==> config.mk <==
export PLATFORM = sky130hd
export DESIGN_NAME = grid_renderer
export DESIGN_NICKNAME = d
export VERILOG_FILES = /design/src/rtl/grid_pkg.sv /design/src/rtl/board_store.sv /design/src/rtl/grid_renderer.sv
export SDC_FILE = /design/constraint.sdc
export NUM_CORES = 1
export LEC_CHECK = 0
export ABC_CLOCK_PERIOD_IN_PS = 11230
export CAP_MARGIN = 20
export CORE_UTILIZATION = 45
export CTS_BUF_LIST = sky130_fd_sc_hd__clkbuf_4
export CTS_CLUSTER_DIAMETER = 40
export DETAILED_ROUTE_END_ITERATION = 16
export PLACE_DENSITY_LB_ADDON = 0.2
export SLEW_MARGIN = 40
export SYNTH_ARGS = -nofsm -noshare
export SYNTH_HDL_FRONTEND = slang
export SYNTH_SLANG_ARGS = --single-unit
==> constraint.sdc <==
create_clock -name clk -period 11.23 [get_ports clk]
set_input_delay 2.8075 -clock clk [delete_from_list [all_inputs] [get_ports clk]]
set_output_delay 2.8075 -clock clk [all_outputs]
set_load 0.02 [all_outputs]
==> src/rtl/grid_pkg.sv <==
// Shared cell states and palette for the disc-board pixel pipeline.
package grid_pkg;

  typedef enum logic [1:0] {EMPTY, P1, P2, WIN} cell_t;

  localparam logic [23:0] COL_BLACK  = 24'h000000;
  localparam logic [23:0] COL_BG     = 24'h0000FF;
  localparam logic [23:0] COL_P1     = 24'hFF0000;
  localparam logic [23:0] COL_P2     = 24'hFFFF00;
  localparam logic [23:0] COL_WIN    = 24'h00FF00;
  localparam logic [23:0] COL_CURSOR = 24'hFFFFFF;

  function automatic logic [23:0] disc_colour(input cell_t c);
    logic [23:0] v;
    unique case (c)
      EMPTY: v = COL_BLACK;
      P1:    v = COL_P1;
      P2:    v = COL_P2;
      WIN:   v = COL_WIN;
    endcase
    return v;
  endfunction

endpackage

==> src/rtl/board_store.sv <==
// Shadow/display boards with write handshake and per-frame commit.
// Display board is read combinationally by the pixel pipeline.
module board_store
  import grid_pkg::*;
#(
  parameter int COLS = 7,
  parameter int ROWS = 6
) (
  input  logic       clk,
  input  logic       rst_n,
  input  logic       i_wr_valid,
  output logic       o_wr_ready,
  input  logic [2:0] i_wr_row,
  input  logic [2:0] i_wr_col,
  input  logic [1:0] i_wr_state,
  input  logic       i_commit,
  input  logic [2:0] i_rd_row,
  input  logic [2:0] i_rd_col,
  output logic [1:0] o_rd_state
);

  cell_t r_shadow [ROWS][COLS];
  cell_t r_disp   [ROWS][COLS];
  logic  r_dirty;
  logic  w_fire;
  logic  w_hit;
  logic  w_rd_ok;

  assign o_wr_ready = ~i_commit | ~rst_n;
  assign w_fire = i_wr_valid & o_wr_ready;
  assign w_hit = (i_wr_row < 3'(ROWS)) && (i_wr_col < 3'(COLS));
  assign w_rd_ok = (i_rd_row < 3'(ROWS)) && (i_rd_col < 3'(COLS));

  always_ff @(posedge clk or negedge rst_n) begin
    if (!rst_n) begin
      for (int r = 0; r < ROWS; r++) begin
        for (int c = 0; c < COLS; c++) begin
          r_shadow[r][c] <= EMPTY;
          r_disp[r][c]   <= EMPTY;
        end
      end
      r_dirty <= 1'b0;
    end else if (i_commit) begin
      if (r_dirty) r_disp <= r_shadow;
      r_dirty <= 1'b0;
    end else if (w_fire && w_hit) begin
      r_shadow[i_wr_row][i_wr_col] <= cell_t'(i_wr_state);
      r_dirty <= 1'b1;
    end
  end

  assign o_rd_state = w_rd_ok ? r_disp[i_rd_row][i_rd_col] : EMPTY;

endmodule

==> src/rtl/grid_renderer.sv <==
// Two-stage pixel colour pipeline for the disc board.
// Optional CURSOR_BLINK_EN: blink the cursor border from a frame counter.
module grid_renderer
  import grid_pkg::*;
#(
  parameter int COLS     = 7,
  parameter int ROWS     = 6,
  parameter int CELL_W   = 80,
  parameter int CELL_H   = 80,
  parameter int X_OFF    = 40,
  parameter int RADIUS   = 32,
  parameter int H_ACTIVE = 640,
  parameter int V_ACTIVE = 480
) (
  input  logic        clk,
  input  logic        reset,
  input  logic [9:0]  x,
  input  logic [9:0]  y,
  input  logic        hs_in,
  input  logic        vs_in,
  input  logic        blank_n_in,
  input  logic        wr_valid,
  output logic        wr_ready,
  input  logic [2:0]  wr_row,
  input  logic [2:0]  wr_col,
  input  logic [1:0]  wr_state,
  input  logic [2:0]  cursor_col,
  output logic [23:0] rgb,
  output logic        hs_out,
  output logic        vs_out,
  output logic        blank_n_out
);

  localparam int DXW = $clog2(CELL_W);
  localparam int DYW = $clog2(CELL_H);

  logic           w_commit;
  logic           w_in;
  logic [2:0]     w_row;
  logic [DYW-1:0] w_dy;
  logic [DXW-1:0] r1_dx;
  logic [2:0]     r1_col;
  logic [2:0]     r_row;
  logic [DYW-1:0] r_dy;
  logic           r1_in;
  logic           r1_hs;
  logic           r1_vs;
  logic           r1_bl;
  logic [2:0]     r_cursor;
  logic           w_blink;
  logic [1:0]     w_cell;
  logic [12:0]    w_sx;
  logic [12:0]    w_sy;
  logic [12:0]    w_dist;
  logic           w_disc;
  logic           w_edge;
  logic [23:0]    w_rgb;

  assign w_commit = (x == 10'd0) && (y == 10'(V_ACTIVE));
  assign w_in = (x >= 10'(X_OFF)) && (x < 10'(X_OFF + COLS * CELL_W))
              && (x < 10'(H_ACTIVE)) && (y < 10'(ROWS * CELL_H))
              && (y < 10'(V_ACTIVE));

  // Row decode by compare-and-subtract so a line is correct even after a jump in y.
  always_comb begin
    w_row = '0;
    w_dy  = DYW'(y);
    for (int r = 1; r < ROWS; r++) begin
      if (y >= 10'(r * CELL_H)) begin
        w_row = 3'(r);
        w_dy  = DYW'(y - 10'(r * CELL_H));
      end
    end
  end

  always_ff @(posedge clk or negedge reset) begin
    if (!reset) begin
      r1_dx  <= '0;
      r1_col <= '0;
      r_row  <= '0;
      r_dy   <= '0;
      r1_in  <= 1'b0;
      r1_hs  <= 1'b1;
      r1_vs  <= 1'b1;
      r1_bl  <= 1'b0;
    end else begin
      r1_in <= w_in;
      r1_hs <= hs_in;
      r1_vs <= vs_in;
      r1_bl <= blank_n_in;
      if (x == 10'(X_OFF)) begin
        r1_dx  <= '0;
        r1_col <= '0;
      end else if (r1_dx == DXW'(CELL_W - 1)) begin
        r1_dx  <= '0;
        r1_col <= r1_col + 3'd1;
      end else begin
        r1_dx <= r1_dx + DXW'(1);
      end
      if (x == 10'd0) begin
        r_row <= w_row;
        r_dy  <= w_dy;
      end
    end
  end

  always_ff @(posedge clk or negedge reset) begin
    if (!reset) r_cursor <= '0;
    else if (w_commit) r_cursor <= cursor_col;
  end

`ifdef CURSOR_BLINK_EN
  logic [4:0] r_frame;
  always_ff @(posedge clk or negedge reset) begin
    if (!reset) r_frame <= '0;
    else if (w_commit) r_frame <= r_frame + 5'd1;
  end
  assign w_blink = r_frame[4];
`else
  assign w_blink = 1'b1;
`endif

  board_store #(.COLS(COLS), .ROWS(ROWS)) u_board (
    .clk        (clk),
    .rst_n      (reset),
    .i_wr_valid (wr_valid),
    .o_wr_ready (wr_ready),
    .i_wr_row   (wr_row),
    .i_wr_col   (wr_col),
    .i_wr_state (wr_state),
    .i_commit   (w_commit),
    .i_rd_row   (r_row),
    .i_rd_col   (r1_col),
    .o_rd_state (w_cell)
  );

  assign w_sx = (r1_dx >= DXW'(CELL_W / 2))
              ? 13'(r1_dx) - 13'(CELL_W / 2)
              : 13'(CELL_W / 2) - 13'(r1_dx);
  assign w_sy = (r_dy >= DYW'(CELL_H / 2))
              ? 13'(r_dy) - 13'(CELL_H / 2)
              : 13'(CELL_H / 2) - 13'(r_dy);
  assign w_dist = 13'(w_sx * w_sx) + 13'(w_sy * w_sy);
  assign w_disc = w_dist < 13'(RADIUS * RADIUS);
  assign w_edge = (r1_col == r_cursor) && w_blink
                && ((r1_dx < DXW'(2)) || (r1_dx >= DXW'(CELL_W - 2)));

  always_comb begin
    w_rgb = COL_BG;
    if (!(r1_bl && r1_in)) w_rgb = COL_BLACK;
    else if (w_disc) w_rgb = disc_colour(cell_t'(w_cell));
    else if (w_edge) w_rgb = COL_CURSOR;
  end

  always_ff @(posedge clk or negedge reset) begin
    if (!reset) begin
      rgb         <= '0;
      hs_out      <= 1'b1;
      vs_out      <= 1'b1;
      blank_n_out <= 1'b0;
    end else begin
      rgb         <= w_rgb;
      hs_out      <= r1_hs;
      vs_out      <= r1_vs;
      blank_n_out <= r1_bl;
    end
  end

endmodule

==> results of run 1 <==
[layer usage]
| metal | track usage (%) | up-vias | routed length [um] |
|---|---|---|---|
| met5 | 0 | - | 0 |
| met4 | 5.09 | 0 | 461 |
| met3 | 2.78 | 34 | 960 |
| met2 | 33.6 | 142 | 14500 |
| met1 | 25.0 | 4535 | 12700 |
| li1 | - | 4162 | - |
[final timing paths]
check	from	end	slack, ps	cells after the start
worst max-delay path	x[9]	wr_ready	2680	8
worst min-delay path	r1_hs	hs_out	360	0
worst max register to register	r1_dx[4]	rgb[15]	2880	26
worst min register to register	r1_hs	hs_out	360	0
max in group asynchronous	reset	u_board.r_disp[8]	7990	2
min in group asynchronous	reset	blank_n_out	2130	1
[layout make-up]
type | instances | area, um2
fill | 2771 | 15000
inverter | 184 | 691
clock buffer | 80 | 601
tap | 396 | 495
clock inverter | 14 | 60.1
antenna | 1 | 2.50
timing repair buffer | 80 | 776
multi-input combinational | 767 | 7810
sequential | 202 | 5060
[state kept, by name, summed over array words and instances, names as in the netlist]
name,flops
u_board.r_shadow,84
blank_n_out,1
r1_vs,1
r1_bl,1
r1_dx,7
vs_out,1
r_row,3
r1_in,1
r_dy,7
r_cursor,3
r1_hs,1
r1_col,3
u_board.r_disp,84
rgb,3
u_board.r_dirty,1
hs_out,1
[synth_stat cells (5+ instances only)]
| cell | instances |
|---|---|
| sky130_fd_sc_hd__o211ai_1 | 5 |
| sky130_fd_sc_hd__nor3b_1 | 9 |
| sky130_fd_sc_hd__nand2_2 | 7 |
| sky130_fd_sc_hd__fa_1 | 95 |
| sky130_fd_sc_hd__and3b_1 | 5 |
| sky130_fd_sc_hd__buf_6 | 10 |
| sky130_fd_sc_hd__mux2_1 | 14 |
| sky130_fd_sc_hd__buf_4 | 21 |
| sky130_fd_sc_hd__a21o_1 | 7 |
| sky130_fd_sc_hd__a21oi_1 | 20 |
| sky130_fd_sc_hd__mux2_4 | 74 |
| sky130_fd_sc_hd__a31oi_1 | 6 |
| sky130_fd_sc_hd__ha_1 | 78 |
| sky130_fd_sc_hd__nor3_1 | 16 |
| sky130_fd_sc_hd__clkbuf_1 | 26 |
| sky130_fd_sc_hd__mux2_2 | 87 |
| sky130_fd_sc_hd__nand2_4 | 7 |
| sky130_fd_sc_hd__nand2b_1 | 6 |
| sky130_fd_sc_hd__inv_1 | 181 |
| sky130_fd_sc_hd__nand2_1 | 87 |
| sky130_fd_sc_hd__o22ai_1 | 16 |
| sky130_fd_sc_hd__and2_1 | 7 |
| sky130_fd_sc_hd__xor2_1 | 6 |
| sky130_fd_sc_hd__or2_2 | 6 |
| sky130_fd_sc_hd__nor2_1 | 66 |
| sky130_fd_sc_hd__o21ai_0 | 18 |
| sky130_fd_sc_hd__nand3_1 | 7 |
| sky130_fd_sc_hd__xnor2_1 | 40 |
| sky130_fd_sc_hd__a211oi_1 | 6 |
| sky130_fd_sc_hd__mux4_2 | 9 |
| sky130_fd_sc_hd__dfrtp_1 | 198 |
| sky130_fd_sc_hd__mux2i_1 | 10 |
[cell families after synthesis]
group,share of synthesized area [%]
buffers and inverters,7.79
adder cells (fa/ha/maj),20.7
multiplexers,18.3
XOR/XNOR,3.05
AO/OA/AOI/OAI,5.15
AND/OR/NAND/NOR,8.72
flip-flops,36.3
[per-stage QoR]
stage	area [um2]	util, %	power, W
after global routing	15500	50.8	0.00491
after CTS	15500	50.8	0.00441
after floorplan	13900	-	0.00312
after global placement	14800	48.5	0.00369
final	15500	50.8	0.00431
after detailed placement	14800	48.6	0.00376
[power by group through the flow]
stage          clock [W]  sequential [W]  combinational [W]
2_1_floorplan          0        0.000831            0.00229
3_3_place_gp           0        0.000862            0.00283
3_5_place_dp           0        0.000865            0.00289
4_1_cts         0.000646        0.000851            0.00291
5_1_grt         0.000684        0.000862            0.00337
6_report        0.000622        0.000851            0.00284
[worst register-to-register path, cell delays in order, from the launching register on]
cell and delay [ps]:
sky130_fd_sc_hd__dfrtp_1 480, sky130_fd_sc_hd__inv_1 240, sky130_fd_sc_hd__ha_1 210, sky130_fd_sc_hd__or4b_4 510, sky130_fd_sc_hd__and3_1 250, sky130_fd_sc_hd__a2111o_1 460, sky130_fd_sc_hd__nor2_1 400, sky130_fd_sc_hd__inv_1 260
sky130_fd_sc_hd__fa_1 590, sky130_fd_sc_hd__inv_1 70, sky130_fd_sc_hd__fa_1 530, sky130_fd_sc_hd__inv_1 50, sky130_fd_sc_hd__fa_1 470, sky130_fd_sc_hd__inv_1 50, sky130_fd_sc_hd__fa_1 490, sky130_fd_sc_hd__inv_1 50
sky130_fd_sc_hd__fa_1 470, sky130_fd_sc_hd__inv_1 50, sky130_fd_sc_hd__fa_1 520, sky130_fd_sc_hd__inv_1 50, sky130_fd_sc_hd__fa_1 530, sky130_fd_sc_hd__inv_1 40, sky130_fd_sc_hd__ha_1 310, sky130_fd_sc_hd__or3_1 390
sky130_fd_sc_hd__o311ai_0 310, sky130_fd_sc_hd__mux2_2 300, sky130_fd_sc_hd__mux2i_1 200
==> metrics.cfg, run 1 <==
[hold_path]
hold_path.class = flop to flop

[timing]
report.final.hold_viol_count = 0
final.setup_skew_ps = 34.9
setup_viol = 0
fin_ws_ps = 2680
timing.slew.headroom_pct = 50.8
period_minus_slack_ps = 8550
maxSlewViolCount = 0
setup-tns-final_ps = 0
achievable-frequency_ghz = 0.117
min_period_over_period_pct = 76.1
hold_ws_ps = 358
timing_worst_slew_pin_value_ps = 733
unrepaired_setup_endpoints_after_global_routing = false

[floorplan]
die_w_um = 178
io_pins = 65
core_um2 = 30500
die_area_um2 = 31700
initial_utilization_pct = 45.7
floorplan.die.height_um = 178
rows = 64

[cts]
cts_made_buffers = 52
buffer_cell_driving_the_clock_tree_root = sky130_fd_sc_hd__clkbuf_4
tritoncts = yes
cts-hold-fix-buffers = 0
post_cts.repair.setup_buffers = 0
clock_insertion_delay_worst_skew_ps = 640
numClockSinks = 202
cts_buffer_depth = 3
cts-resized-gates = 0
ctsHtreeMaxLevel = 2
cts.reportedPaths.clkPinSlew_ps = 60

[place]
buffer_ports.inserted = 64
placed_cells = 1629
place_ws_ps = 2650
place_hpwl_mm = 20.6
globalplace.congestion = 0.810

[global_route]
global_route_wire_length_before_repair_mm = 47.9
gr-usage-all-layers_pct = 19.3
grt_pass1_vias = 9485
grt_antenna_before_repair = 1
gr-total-overflow = 0
maximum_number_of_pins_on_one_net_before_global_route_repair = 76

[synth]
post_synth_num_cell_types = 66
ys_warn_count = 0
syn_area_um2 = 13900
post_synth_inst_count = 1216
synth_fp_nets = 1426
area_share_of_the_leading_cell_type_in_the_synthesized_netlist_pct = 35.6
top_ff_cell_synth = sky130_fd_sc_hd__dfrtp_1
postSynth.asyncResetShare_pct = 100
ys_ff_latch = 202
synth-seq-area-share_pct = 36.3
synth.avg_cell_area_um2 = 11.5
synth_top_cells_by_area = sky130_fd_sc_hd__dfrtp_1, sky130_fd_sc_hd__fa_1, sky130_fd_sc_hd__mux2_4
post_synth_edffs = 0
synth_largest_area_cell = sky130_fd_sc_hd__dfrtp_1

[routing]
vias = 8873
routedWlPerCell_um = 16.6
number_of_routed_nets_with_antenna_violations = 0
drt_first_pass_iters = 5
remaining_drcs = 0
initialDrtViolationCount = 370
detail_route.vias_per_cell = 5.15
routed_wire_length_mm = 28.6

[layout]
finalNonFillerCells = 1724
drive_gt1_share_pct = 23.1
final_cell_mix = sky130_fd_sc_hd__dfrtp_1, sky130_fd_sc_hd__inv_1, sky130_fd_sc_hd__fa_1
leading_cell_type_in_the_layout_fill_and_taps_excluded = sky130_fd_sc_hd__dfrtp_1
flow.area_growth_from_synthesis_pct = 11.2
layout.nets = 1497

[critical_path]
worst_setup_path_end_kind = primary output
crit_arrival_ps = 5740
path_delay_family = simple AND/OR/NAND/NOR gates
cpMaxStageDelayCell = sky130_fd_sc_hd__or4_4
path_cells = clkdlybuf4s50_1 -> nor4_2 -> nand2_1 -> or3_1 -> or4_4 -> inv_2 -> nand2_1 -> clkdlybuf4s50_1
worst-endpoint-required_ps = 8420
classification_of_the_worst_setup_path = primary input to primary output
worstSetupStartpointType = primary input
critical_path.max_stage_delay_ps = 660
worstPathMaxFanout = 16
critical_path.n_buffers_inverters = 3

[power_and_ir_drop]
power_density_nw_per_um2 = 278
comb_power_share_pct = 65.8
p_leak_nw = 8.00
worst_supply_voltage_drop_on_vdd_uv = 459
total_switching_power_w = 0.00196
seq_power_share_pct = 19.8
power.share.clock_pct = 14.4
power.switching_fraction_pct = 45.4
internal_power_w = 0.00235

[outcome]
result_of_the_run = finished clean

[job]
drv.max_cap_violation_count = 0

(Power assumes the default switching activity.)
==> inputs of run 2 (changes only) <==
--- a/config.mk
+++ b/config.mk
@@ -5,7 +5,7 @@
 export SDC_FILE = /design/constraint.sdc
 export NUM_CORES = 1
 export LEC_CHECK = 0
-export ABC_CLOCK_PERIOD_IN_PS = 11230
+export ABC_CLOCK_PERIOD_IN_PS = 7000
 export CAP_MARGIN = 20
 export CORE_UTILIZATION = 45
 export CTS_BUF_LIST = sky130_fd_sc_hd__clkbuf_4
==> constraint.sdc (replaced) <==
create_clock -name clk -period 7 [get_ports clk]
set_input_delay 1.75 -clock clk [delete_from_list [all_inputs] [get_ports clk]]
set_output_delay 1.75 -clock clk [all_outputs]
set_load 0.02 [all_outputs]
==> run 2 against run 1 <==
  * The flow now finishes with violations (setup timing)
  * Count of clock-buffer cells in the layout fell by 3
  * Global-route usage rose by 0.15 points
  * Register-to-register slack got worse by 3000 ps
  * Final cell count rose by 2.8%
  * Critical path depth rose by 21
  * Clock skew rose by 25 ps
  * Wire length rose by 2.0%
  * Sequential power rose by 57%
  * Power rose by 92%
  * Setup slack got worse by 2800 ps
==> metrics.cfg, run 2 (synthesis gave the netlist of run 1 again) <==
[critical_path]
classification_of_the_worst_setup_path = flop to flop  ; was primary input to primary output
worst_r2r_endpoint = rgb[15]  ; unchanged
critical_path.max_stage_delay_ps = 570  ; was 660 ps
reg2reg_setup_slack_ps = -130  ; was 2880 ps
path_delay_family = adder cells  ; was simple AND/OR/NAND/NOR gates
crit_arrival_ps = 7660  ; was 5740 ps
cell_occurring_most_often_along_the_worst_timing_path = sky130_fd_sc_hd__fa_1
cpMaxStageDelayCell = sky130_fd_sc_hd__fa_1  ; was sky130_fd_sc_hd__or4_4
worst_setup_path_end_kind = flop  ; was primary output
worstSetupStartpointType = flop  ; was primary input
critical_path_depth_in_cells = 29  ; was 8
r2r_start = r1_dx[4]  ; unchanged
worst-endpoint-required_ps = 7530  ; was 8420 ps
worstPathMaxFanout = 4  ; was 16
critical_path.n_buffers_inverters = 9  ; was 3
timing.reg2reg.worst_path_depth = 29  ; was 26

[cts]
cts_made_buffers = 53  ; was 52
tritoncts = yes  ; unchanged
clock_insertion_delay_worst_skew_ps = 670  ; was 640 ps
buffer_cell_driving_the_clock_tree_root = sky130_fd_sc_hd__clkbuf_4  ; unchanged
cts_buffer_depth = 3  ; unchanged
ctsHtreeMaxLevel = 2  ; unchanged
cts-hold-fix-buffers = 0  ; unchanged
numClockSinks = 202  ; unchanged
cts.reportedPaths.clkPinSlew_ps = 70  ; was 60 ps

[floorplan]
rows = 64  ; unchanged
floorplan.die.height_um = 178  ; unchanged
die_area_um2 = 31700  ; unchanged
die_w_um = 178  ; unchanged
initial_utilization_pct = 45.7  ; unchanged
core_um2 = 30500  ; unchanged
io_pins = 65  ; unchanged

[hold_path]
hold_path.class = flop to flop  ; unchanged
worstHoldEndpoint = hs_out  ; unchanged
holdPathStages = 0  ; unchanged
worstHoldStart = r1_hs  ; unchanged

[power_and_ir_drop]
p_leak_nw = 8.25  ; was 8.00 nW
comb_power_share_pct = 72.1  ; was 65.8%
seq_power_share_pct = 16.2  ; was 19.8%
worst_supply_voltage_drop_on_vdd_uv = 1030  ; was 459 uV
power_density_nw_per_um2 = 512  ; was 278 nW/um2
report.power.total_w = 0.00826  ; was 0.00431 W
total_switching_power_w = 0.00373  ; was 0.00196 W
internal_power_w = 0.00453  ; was 0.00235 W
power.switching_fraction_pct = 45.2  ; was 45.4%
power.share.clock_pct = 11.7  ; was 14.4%

[outcome]
result_of_the_run = finished with violations  ; was finished clean
violated_checks = setup timing

[timing]
achievable-frequency_ghz = 0.140
setup_viol = 3  ; was 0
fin_ws_ps = -133  ; was 2680 ps
min_period_over_period_pct = 102
unrepaired_setup_endpoints_after_global_routing = true  ; was false
timing_worst_slew_pin_value_ps = 779  ; was 733 ps
report.final.hold_viol_count = 0  ; unchanged
period_minus_slack_ps = 7130
maxSlewViolCount = 0  ; unchanged
final.setup_skew_ps = 59.6  ; was 34.9 ps
timing.slew.headroom_pct = 48.1  ; was 50.8%

[layout]
layout.nets = 1554  ; was 1,497
leading_cell_type_in_the_layout_fill_and_taps_excluded = sky130_fd_sc_hd__dfrtp_1  ; unchanged
flow.area_growth_from_synthesis_pct = 15.8  ; was 11.2%
final_cell_mix = sky130_fd_sc_hd__dfrtp_1, sky130_fd_sc_hd__inv_1, sky130_fd_sc_hd__fa_1  ; unchanged
drive_gt1_share_pct = 28.7  ; was 23.1%
reg_top3 = u_board.r_disp (84), u_board.r_shadow (84)  ; unchanged
finish.utilization_pct = 52.9  ; was 50.8%

[place]
buffer_ports.inserted = 64  ; unchanged
globalplace.congestion = 0.828  ; was 0.810
place_hpwl_mm = 21.2  ; was 20.6 mm

[global_route]
grt_pass1_vias = 9402  ; was 9,485
maximum_number_of_pins_on_one_net_before_global_route_repair = 83  ; was 76
gr-total-overflow = 0  ; unchanged
global_route_wire_length_before_repair_mm = 48.1  ; was 47.9 mm
gr-usage-all-layers_pct = 19.4  ; was 19.3%
grt_antenna_before_repair = 1  ; unchanged

[routing]
vias = 9010  ; was 8,873
detail_route.vias_per_cell = 5.08  ; was 5.15
number_of_routed_nets_with_antenna_violations = 0  ; unchanged
drt_first_pass_iters = 4  ; was 5
initialDrtViolationCount = 338  ; was 370
routed_wire_length_mm = 29.1  ; was 28.6 mm
remaining_drcs = 0  ; unchanged
routedWlPerCell_um = 16.4  ; was 16.6 um

[job]
drv.max_cap_violation_count = 0  ; unchanged

-- run 2: cell type report --
class	instances	area (um2)
Fill cell	2739	14400
Clock buffer	77	578
Multi-Input combinational cell	767	8040
Tap cell	396	495
Timing Repair Buffer	136	1210
Clock inverter	9	51.3
Antenna cell	1	2.50
Sequential cell	202	5060
Inverter	184	701
-- run 2: through the flow --
stage	std cells	hold slack (ps)	setup TNS (ps)	area [um2]	setup slack (ps)
CTS	1767	355	-190	15900	-97.2
floorplan	1216	345	-164	14000	-82.1
finish	1772	354	-293	16100	-133
detailed placement	1680	349	-218	15300	-111
global placement	1680	346	-50.3	15300	-27.4
global route	1772	361	-886	16100	-331
-- run 2: what timing repair did --
item	in CTS	in global routing
pin swaps	8	20
endpoints found under the setup margin	3	3
buffers inserted	1	3
resized for setup	6	27
-- run 2: worst register-to-register path, delay by kind of cell (launching register included) --
family	cells	cell delay (ps)
adder cells (fa/ha/maj)	9	3830
AND/OR/NAND/NOR	6	1080
multiplexers	3	620
AO/OA/AOI/OAI	2	570
buffers and inverters	9	470
flip-flops	1	440
-- run 2: how the worst max path moves through the flow --
stage | start | endpoint | slack [ps]
after global placement | r1_dx[4] | rgb[22] | -30
after global routing | r1_dx[4] | rgb[22] | -330
final | r1_dx[4] | rgb[15] | -130
after floorplan | r1_dx[4] | rgb[15] | -80
after CTS | r1_dx[4] | rgb[15] | -100
after detailed placement | r1_dx[4] | rgb[15] | -110
-- run 2: power groups by stage --
stage	sequential [W]	clock (W)	combinational, W
global placement	0.00136	0	0.00479
CTS	0.00134	0.00101	0.00514
detailed placement	0.00136	0	0.00491
finish	0.00134	0.000963	0.00596
global route	0.00135	0.00107	0.00673
floorplan	0.00134	0	0.00383
-- run 2: layer usage --
| layer | wire, um | global-route usage, % |
|---|---|---|
| met1 | 13000 | 25.0 |
| met2 | 14600 | 33.5 |
| met3 | 991 | 3.00 |
| met4 | 548 | 5.95 |
| met5 | 0 | 0 |
==> inputs of run 3 (changes only) <==
--- a/config.mk
+++ b/config.mk
@@ -7,8 +7,7 @@
 export LEC_CHECK = 0
 export ABC_CLOCK_PERIOD_IN_PS = 7000
 export CAP_MARGIN = 20
-export CORE_UTILIZATION = 45
-export CTS_BUF_LIST = sky130_fd_sc_hd__clkbuf_4
+export CORE_UTILIZATION = 55
 export CTS_CLUSTER_DIAMETER = 40
 export DETAILED_ROUTE_END_ITERATION = 16
 export PLACE_DENSITY_LB_ADDON = 0.2
==> run 3 against run 2 <==
  * Critical path depth down 3
  * Clock skew down 45 ps
  * Final cell count down 6.3%
  * Largest cell class unchanged
  * Sequential share of layout area down 0.41 points
  * First-iteration DRC count up 4.1%
  * Design area up 1.3%
  * Critical path type unchanged
  * Register-to-register slack better by 20 ps
  * Maximum frequency up 0.34%
  * The flow still finishes with violations (setup timing)
  * Global-route usage up 3.9 points
  * Wire length down 1.3%
  * Die area down 18%
  * Non-clock buffer count down 6
==> metrics.cfg, run 3 (synthesis gave the netlist of run 1 again) <==
[outcome]
result_of_the_run = finished with violations  ; unchanged
violated_checks = setup timing  ; unchanged

[floorplan]
rows = 57  ; was 64
floorplan.die.height_um = 161  ; was 178 um
initial_utilization_pct = 56.6  ; was 45.7%
core_um2 = 24600  ; was 30,500 um2
io_pins = 65  ; unchanged
die_w_um = 161  ; was 178 um
die_area_um2 = 26000  ; was 31,700 um2

[layout]
layout.nets = 1524  ; was 1,554
leading_cell_type_in_the_layout_fill_and_taps_excluded = sky130_fd_sc_hd__dfrtp_1  ; unchanged
flow.area_growth_from_synthesis_pct = 17.3  ; was 15.8%
drive_gt1_share_pct = 26.8  ; was 28.7%
final_cell_mix = sky130_fd_sc_hd__dfrtp_1, sky130_fd_sc_hd__inv_1, sky130_fd_sc_hd__fa_1  ; unchanged
finish.utilization_pct = 66.5  ; was 52.9%
reg_top3 = u_board.r_disp (84), u_board.r_shadow (84)  ; unchanged
fillers = 1887  ; was 2,739
antenna_cells = 0  ; was 1
finalNonFillerCells = 1660  ; was 1,772

[timing]
setup-tns-final_ps = -210  ; was -293 ps
fin_ws_ps = -109  ; was -133 ps
achievable-frequency_ghz = 0.141  ; was 0.140 GHz
maxSlewViolCount = 0  ; unchanged
min_period_over_period_pct = 102  ; about the same
timing_worst_slew_pin_value_ps = 832  ; was 779 ps
report.final.hold_viol_count = 0  ; unchanged
setup_viol = 3  ; unchanged
unrepaired_setup_endpoints_after_global_routing = true  ; unchanged
period_minus_slack_ps = 7110  ; was 7130 ps
timing.slew.headroom_pct = 44.5  ; was 48.1%
final.setup_skew_ps = 14.9  ; was 59.6 ps
hold_ws_ps = 355  ; was 354 ps

[global_route]
global_route_wire_length_before_repair_mm = 47.8  ; was 48.1 mm
grt_pass1_vias = 9517  ; was 9,402
gr-total-overflow = 0  ; unchanged
maximum_number_of_pins_on_one_net_before_global_route_repair = 81  ; was 83
gr-usage-all-layers_pct = 23.3  ; was 19.4%
grt_antenna_before_repair = 0  ; was 1

[place]
buffer_ports.inserted = 64  ; unchanged
place_hpwl_mm = 20.6  ; was 21.2 mm
globalplace.congestion = 0.850  ; was 0.828
placed_cells = 1603  ; was 1,680

[routing]
routed_wire_length_mm = 28.8  ; was 29.1 mm
routedWlPerCell_um = 17.3  ; was 16.4 um
number_of_routed_nets_with_antenna_violations = 0  ; unchanged
initialDrtViolationCount = 352  ; was 338
vias = 8895  ; was 9,010
drt_first_pass_iters = 4  ; unchanged
remaining_drcs = 0  ; unchanged
detail_route.vias_per_cell = 5.36  ; was 5.08

[cts]
cts_made_buffers = 29  ; was 53
clock_insertion_delay_worst_skew_ps = 540  ; was 670 ps
tritoncts = yes  ; unchanged
cts_buffer_depth = 3  ; unchanged
cts-hold-fix-buffers = 0  ; unchanged
cts.reportedPaths.clkPinSlew_ps = 60  ; was 70 ps
numClockSinks = 202  ; unchanged
buffer_cell_driving_the_clock_tree_root = sky130_fd_sc_hd__clkbuf_16  ; was sky130_fd_sc_hd__clkbuf_4
ctsHtreeMaxLevel = 1  ; was 2

[power_and_ir_drop]
report.power.total_w = 0.00853  ; was 0.00826 W
p_leak_nw = 8.33  ; was 8.25 nW
power_density_nw_per_um2 = 522  ; was 512 nW/um2
worst_supply_voltage_drop_on_vdd_uv = 1150  ; was 1030 uV

[hold_path]
holdPathStages = 0  ; unchanged
worstHoldStart = r1_hs  ; unchanged
worstHoldEndpoint = hs_out  ; unchanged
hold_path.class = flop to flop  ; unchanged

[critical_path]
crit_arrival_ps = 7570  ; was 7660 ps
timing.reg2reg.worst_path_depth = 26  ; was 29
worst_setup_path_end_kind = flop  ; unchanged
reg2reg_setup_slack_ps = -110  ; was -130 ps
worst_r2r_endpoint = rgb[15]  ; unchanged
worst-endpoint-required_ps = 7460  ; was 7530 ps
classification_of_the_worst_setup_path = flop to flop  ; unchanged
worstPathMaxFanout = 4  ; unchanged
worstSetupStartpointType = flop  ; unchanged
r2r_start = r1_dx[4]  ; unchanged

[job]
drv.max_cap_violation_count = 0  ; unchanged

[run 3: area by class of cell]
type                            count  area [um2]  area share [%]
Clock buffer                       32         737            4.51
Clock inverter                     21         275            1.68
Inverter                          184         701            4.29
Multi-Input combinational cell    767        8020            49.1
Sequential cell                   202        5060            31.0
Tap cell                          324         405            2.48
Timing Repair Buffer              130        1150            7.04
[run 3: metal layers]
metal	track usage (%)	vias up	share of wire [%]
met2	41.6	158	51
li1	-	4194	-
met5	0	-	0
met1	29.2	4494	42
met3	3.39	49	3.7
met4	6.95	0	2.7
[run 3: critical path: stages (launching register included)]
cell and delay (ps):
sky130_fd_sc_hd__dfrtp_2 440, sky130_fd_sc_hd__inv_8 60, sky130_fd_sc_hd__ha_4 110, sky130_fd_sc_hd__or4b_4 460
sky130_fd_sc_hd__and3_4 210, sky130_fd_sc_hd__a2111o_1 450, sky130_fd_sc_hd__nor2_4 150, sky130_fd_sc_hd__inv_4 60
sky130_fd_sc_hd__fa_1 570, sky130_fd_sc_hd__inv_2 50, sky130_fd_sc_hd__fa_1 470, sky130_fd_sc_hd__inv_1 50
sky130_fd_sc_hd__fa_1 480, sky130_fd_sc_hd__inv_1 50, sky130_fd_sc_hd__fa_1 490, sky130_fd_sc_hd__inv_2 40
sky130_fd_sc_hd__fa_1 490, sky130_fd_sc_hd__inv_1 50, sky130_fd_sc_hd__fa_1 490, sky130_fd_sc_hd__inv_2 40
sky130_fd_sc_hd__fa_1 480, sky130_fd_sc_hd__inv_2 50, sky130_fd_sc_hd__ha_4 220, sky130_fd_sc_hd__or3_4 380
sky130_fd_sc_hd__o311ai_4 280, sky130_fd_sc_hd__mux2_4 230, sky130_fd_sc_hd__mux2i_1 190
[run 3: worst max path at each step]
stage | startpoint | to | slack [ps] | cells after the start
after floorplan | r1_dx[4] | rgb[15] | -80 | 27
after global placement | r1_dx[4] | rgb[22] | -30 | 26
after detailed placement | r_dy[4] | rgb[15] | -240 | 26
after CTS | r1_dx[4] | rgb[15] | -140 | 26
after global routing | r1_dx[4] | rgb[22] | -370 | 27
final | r1_dx[4] | rgb[15] | -110 | 26
[run 3: metrics by stage]
stage / worst slack (ps) / cell area, um2
after floorplan: -82.1 / 14000
after global placement: -31.0 / 15100
after detailed placement: -237 / 15200
after CTS: -143 / 16200
after global routing: -370 / 16400
final: -109 / 16400
[run 3: where the power goes]
part | internal [W] | switching, W
Sequential | 0.00126 | 0.0000870
Combinational | 0.00258 | 0.00310
Clock | 0.000929 | 0.000575
Total | 0.00477 | 0.00377
[run 3: timing repair]
action / in CTS / in global routing
cloned: 0 / 0
pin swaps: 4 / 12
endpoints found under the hold margin: 0 / 0
resized for setup: 5 / 26
buffers inserted: 1 / 3
endpoints found under the setup margin: 3 / 3
